File: config.mk
export PLATFORM = sky130hd
export DESIGN_NAME = batch_accuracy
export DESIGN_NICKNAME = d
export VERILOG_FILES = /design/src/rtl/batch_accuracy.sv
export SDC_FILE = /design/constraint.sdc
export NUM_CORES = 1
export LEC_CHECK = 0
export ABC_AREA = 0
export BUFFER_PORTS_ARGS = -buffer_cell sky130_fd_sc_hd__buf_2
export CORE_MARGIN = 2
export CORE_UTILIZATION = 55
export DETAILED_ROUTE_END_ITERATION = 8
export PLACE_DENSITY = 0.87
export REMOVE_ABC_BUFFERS = 1
export SLEW_MARGIN = 30
export SYNTH_ARGS = -nofsm -noshare
export SYNTH_HDL_FRONTEND = slang
export SYNTH_SLANG_ARGS = --single-unit
File: constraint.sdc
create_clock -name clk -period 5.7 [get_ports clk]
set_clock_uncertainty 0.05 [all_clocks]
set_input_delay 1.14 -clock clk [delete_from_list [all_inputs] [get_ports clk]]
set_output_delay 1.14 -clock clk [all_outputs]
set_load 0.005 [all_outputs]
File: src/rtl/batch_accuracy.sv
// Streaming argmax scorer: compares per-row argmax of predictions against one-hot
// labels and presents the batch's correct-row count through a stb/ack handshake.
module batch_accuracy #(
    parameter int M  = 100,
    parameter int N  = 10,
    parameter int CW = $clog2(M + 1)
) (
    input  logic          clk,
    input  logic          rst,
    input  logic [31:0]   input_h,
    input  logic [31:0]   input_y,
    input  logic          input_stb,
    output logic          input_ack,
    output logic [CW-1:0] output_z,
    output logic          output_z_stb,
    input  logic          output_z_ack
);

    localparam int COLW = (N > 1) ? $clog2(N) : 1;
    localparam int ROWW = (M > 1) ? $clog2(M) : 1;

    typedef enum logic [1:0] {S_INIT, S_ACCEPT, S_HOLD} state_t;

    // Monotonic unsigned key for IEEE-754 ordering (+0 above -0, NaNs by bit pattern).
    function automatic logic [31:0] fkey(input logic [31:0] x);
        return x[31] ? ~x : (x ^ 32'h8000_0000);
    endfunction

    state_t            state_q, state_d;
    logic [COLW-1:0]   col_q, col_d;
    logic [ROWW-1:0]   row_q, row_d;
    logic [CW-1:0]     count_q, count_d;
    logic [31:0]       h_key_q, h_key_d, y_key_q, y_key_d;
    logic [COLW-1:0]   h_idx_q, h_idx_d, y_idx_q, y_idx_d;
    logic              input_ack_q, input_ack_d;
    logic [CW-1:0]     output_z_q, output_z_d;
    logic              output_z_stb_q, output_z_stb_d;

    logic              take;
    logic              h_new, y_new;
    logic [COLW-1:0]   h_idx_fin, y_idx_fin;
    logic [CW-1:0]     count_inc;

    // NOTE: every signal gets a default at the top of the block so no path leaves
    // it unassigned; otherwise synthesis infers a latch to hold the old value.
    always_comb begin
        state_d        = state_q;
        col_d          = col_q;
        row_d          = row_q;
        count_d        = count_q;
        h_key_d        = h_key_q;
        y_key_d        = y_key_q;
        h_idx_d        = h_idx_q;
        y_idx_d        = y_idx_q;
        input_ack_d    = input_ack_q;
        output_z_d     = output_z_q;
        output_z_stb_d = output_z_stb_q;

        take      = input_stb && input_ack_q;
        h_new     = (col_q == '0) || (fkey(input_h) > h_key_q);
        y_new     = (col_q == '0) || (fkey(input_y) > y_key_q);
        h_idx_fin = h_new ? col_q : h_idx_q;
        y_idx_fin = y_new ? col_q : y_idx_q;
        count_inc = count_q + CW'(h_idx_fin == y_idx_fin);

        unique case (state_q)
            S_INIT: begin
                state_d     = S_ACCEPT;
                input_ack_d = 1'b1;
            end
            S_ACCEPT: begin
                if (take) begin
                    if (h_new) h_key_d = fkey(input_h);
                    if (y_new) y_key_d = fkey(input_y);
                    h_idx_d = h_idx_fin;
                    y_idx_d = y_idx_fin;
                    if (col_q == COLW'(N - 1)) begin
                        col_d   = '0;
                        row_d   = row_q + 1'b1;
                        count_d = count_inc;
                        if (row_q == ROWW'(M - 1)) begin
                            output_z_d     = count_inc;
                            output_z_stb_d = 1'b1;
                            input_ack_d    = 1'b0;
                            state_d        = S_HOLD;
                        end
                    end else begin
                        col_d = col_q + 1'b1;
                    end
                end
            end
            S_HOLD: begin
                if (output_z_ack) begin
                    output_z_stb_d = 1'b0;
                    count_d        = '0;
                    row_d          = '0;
                    col_d          = '0;
                    input_ack_d    = 1'b1;
                    state_d        = S_ACCEPT;
                end
            end
            default: state_d = S_INIT;
        endcase
    end

    // NOTE: state registers use non-blocking assignments so every flop samples
    // the pre-edge values regardless of statement order.
    always_ff @(posedge clk or posedge rst) begin
        if (rst) begin
            state_q        <= S_INIT;
            col_q          <= '0;
            row_q          <= '0;
            count_q        <= '0;
            h_key_q        <= '0;
            y_key_q        <= '0;
            h_idx_q        <= '0;
            y_idx_q        <= '0;
            input_ack_q    <= 1'b0;
            output_z_q     <= '0;
            output_z_stb_q <= 1'b0;
        end else begin
            state_q        <= state_d;
            col_q          <= col_d;
            row_q          <= row_d;
            count_q        <= count_d;
            h_key_q        <= h_key_d;
            y_key_q        <= y_key_d;
            h_idx_q        <= h_idx_d;
            y_idx_q        <= y_idx_d;
            input_ack_q    <= input_ack_d;
            output_z_q     <= output_z_d;
            output_z_stb_q <= output_z_stb_d;
        end
    end

    assign input_ack    = input_ack_q;
    assign output_z     = output_z_q;
    assign output_z_stb = output_z_stb_q;

endmodule

==> results_dict.tcl <==
set metrics [dict create \
    crit_chain "buf_2, buf_12, xor2_1, ha_1, nand4_1, or4_1, nor2_1, o22ai_1, nor3_2, o211ai_1, and3_1, nor4_1, ha_1, ha_1, and3_1, xnor2_1, o21ai_0" \
    portBuffers 76 \
    ys_ff_latch 101 \
    ir_drop_mv 0.201 \
    critPathKind "in -> reg" \
    grt_usage 0.208 \
    worstSetupEndpointType "flip-flop" \
    cp.arrival_ns 5.30 \
    power_mw 3.09 \
    required_ns 5.86 \
    dp_hpwl_um 8900 \
    synth.top_cells.by_count "101 x dfrtp_1, 95 x a21oi_1, 78 x nor2_1" \
    path_max_fanout 21 \
    synth.avg_cell_area_um2 8.84 \
    clk_path_buf_depth 2 \
    die_h_um 112 \
    htree_levels 3 \
    synth_cell_types 51 \
    final-seq-area_mm2 0.00253 \
    area_growth_pct 12.8 \
    hold_viol_final 0 \
    multi_input_area_mm2 0.00346 \
    async_reset_ff_frac 1.00 \
    n_antenna_cell 0 \
    cts_tree "done" \
    ys_warn_count 0 \
    drc 0 \
    cp_slowest_cell "or4_1" \
    timing.setup.tns_ns 0 \
    antenna_found_initial 0 \
    cpMostUsedCell "ha_1" \
    syn_inst 722 \
    io_pins 77 \
    hold_path.class "reg -> reg" \
    nNetsFinal 926 \
    grt_pass1_wl_um 21700 \
    fin_crit_sh 0.901 \
    rr_worst_depth 15 \
    wl_per_cell_um 13.1 \
    worstSetupStartpointType "input pin" \
    slew-limit-headroom 0.456 \
    drv_cap 0 \
    initial_core_util 0.561 \
    leakage_nw 3.66 \
    via_per_inst 5.34 \
    drive_gt1_frac 0.143 \
    finalSetupViolations 0 \
    fmax_ghz 0.195 \
    place.gp.congestion 0.798 \
    outcome "finished, final reports clean" \
    clock-sinks 101 \
    insertion_delay_ns 0.35 \
    synth_top_area_cell "dfrtp_1" \
    grt_pass1_vias 4899 \
    synth_area_leaders "dfrtp_1 40%, ha_1 14%, xor2_1 9.2%, a21oi_1 7.5%, nor2_1 4.6%" \
    drt_iter0_drc 260 \
    synth_top_area_share 0.396 \
    core_area_mm2 0.0114 \
    ys_seq_area_frac 0.396 \
    num_rows 39 \
    crit_start "input_y[31]" \
    cts_setup_buffers 0 \
    p_per_area_mw_per_mm2 429 \
    synth_flop_cell "dfrtp_1" \
    grt_max_degree 66 \
    vias 4984 \
    first_pass_iters 4 \
    grt-ovfl-total 0 \
    syn_area_mm2 0.00638 \
    root_buffer "clkbuf_16" \
    synth_edf_count 0 \
    cts_hold_buffers 0 \
    cts.repair.resized 0 \
    fin_crit_ns 5.14 \
    hold_depth 2 \
    rsz0062_at_grt "false" \
    fp.dieW_um 112 \
    nFillCells 921 \
    totalWireLength_um 12200 \
    slew_violations 0 \
    synth.most_common_cell "dfrtp_1" \
    cts.clk_slew.worst_paths_ns 0.07 \
    rrSetupSlack_ns 1.52 \
    worstMarginPinSlew_ns 0.815 \
    cts_made_buffers 9 \
    ant_nets 0 \
    die_area_mm2 0.0125 \
    r2r_start "col_q[0]" \
    hp-start "output_z_stb" \
    cpPeakStageDelay_ns 0.60 \
]
==> area by class of cell <==
type,instances,area share
multi-input cells,520,0.481
clock inverters,2,0.00487
repair buffers,84,0.0647
clock buffers,11,0.0351
well taps,143,0.0249
inverters,72,0.0379
flip-flops and latches,101,0.351
==> worst paths after layout <==
path | end
max in group asynchronous | col_q[3]
min reg2reg | output_z_stb
max | output_z[6]
min | output_z_stb
max reg2reg | output_z[6]
min in group asynchronous | h_key_q[11]
==> cell families (layout without fill, tap and decap cells) <==
| family | Yosys count | count (layout) | synth area share |
|---|---|---|---|
| flip-flops | 101 | 101 | 0.396 |
| buffers and inverters | 101 | 169 | 0.0626 |
| multiplexers | 3 | 3 | 0.00529 |
| XOR/XNOR | 74 | 74 | 0.102 |
| AND/OR/NAND/NOR | 210 | 210 | 0.154 |
| adder cells (fa/ha/maj) | 70 | 70 | 0.137 |
| AO/OA/AOI/OAI | 163 | 163 | 0.144 |
==> report_power, final <==
| group | switching (mW) | total (mW) | internal, mW |
|---|---|---|---|
| Clock | 0.257 | 0.613 | 0.356 |
| Combinational | 0.810 | 1.37 | 0.559 |
| Sequential | 0.122 | 1.11 | 0.986 |
==> cell usage in the layout, fill, tap and decap left out, types with 3 or more instances in the layout <==
cell and instances:
o211ai_1 4, xor2_1 67, a221oi_1 3, nor4_1 4
inv_1 71, nand2_1 53, o21ai_0 37, buf_2 76
nand3_1 23, dfrtp_1 101, a21oi_1 95, o31ai_1 3
nand4_1 14, clkbuf_16 9, and4_1 4, or2_2 7
xnor2_1 7, nor2_1 78, ha_1 70, buf_4 6
a22oi_1 3, nor3_1 4, mux2_2 3, and3_1 6
==> worst max-delay path: cells and delay by family <==
family | cells | cell delay [ns]
AO/OA/AOI/OAI | 3 | 0.40
XOR/XNOR | 2 | 0.23
adder cells (fa/ha/maj) | 3 | 0.81
buffers and inverters | 2 | 0.55
AND/OR/NAND/NOR | 7 | 2.17
==> stage by stage <==
stage          worst slack, ns   util  cell area (um^2)  std cells  hold WS (ns)
2_1_floorplan             1.04      -              6250        693         0.400
6_report                 0.563  0.633              7200        933         0.425
3_5_place_dp             0.224  0.608              6910        920         0.413
5_1_grt                  0.161  0.633              7200        933         0.464
3_3_place_gp             0.322  0.608              6910        920         0.407
4_1_cts                  0.580  0.633              7200        933         0.429
==> routing by layer <==
metal | vias to the layer above | global-route usage | part of all wire
li1 | 2580 | - | -
met1 | 2312 | 0.281 | 0.48
met2 | 78 | 0.339 | 0.46
met3 | 14 | 0.0338 | 0.038
met4 | 0 | 0.0765 | 0.017
met5 | - | 0 | 0
==> registers in the layout (all words and copies together), names as in the netlist <==
register      count
col_q             4
state_q           2
y_key_q          32
h_key_q          32
output_z          7
count_q           7
y_idx_q           4
output_z_stb      1
input_ack         1
row_q             7
h_idx_q           4
Note: power is estimated with default switching activity, not from simulation.
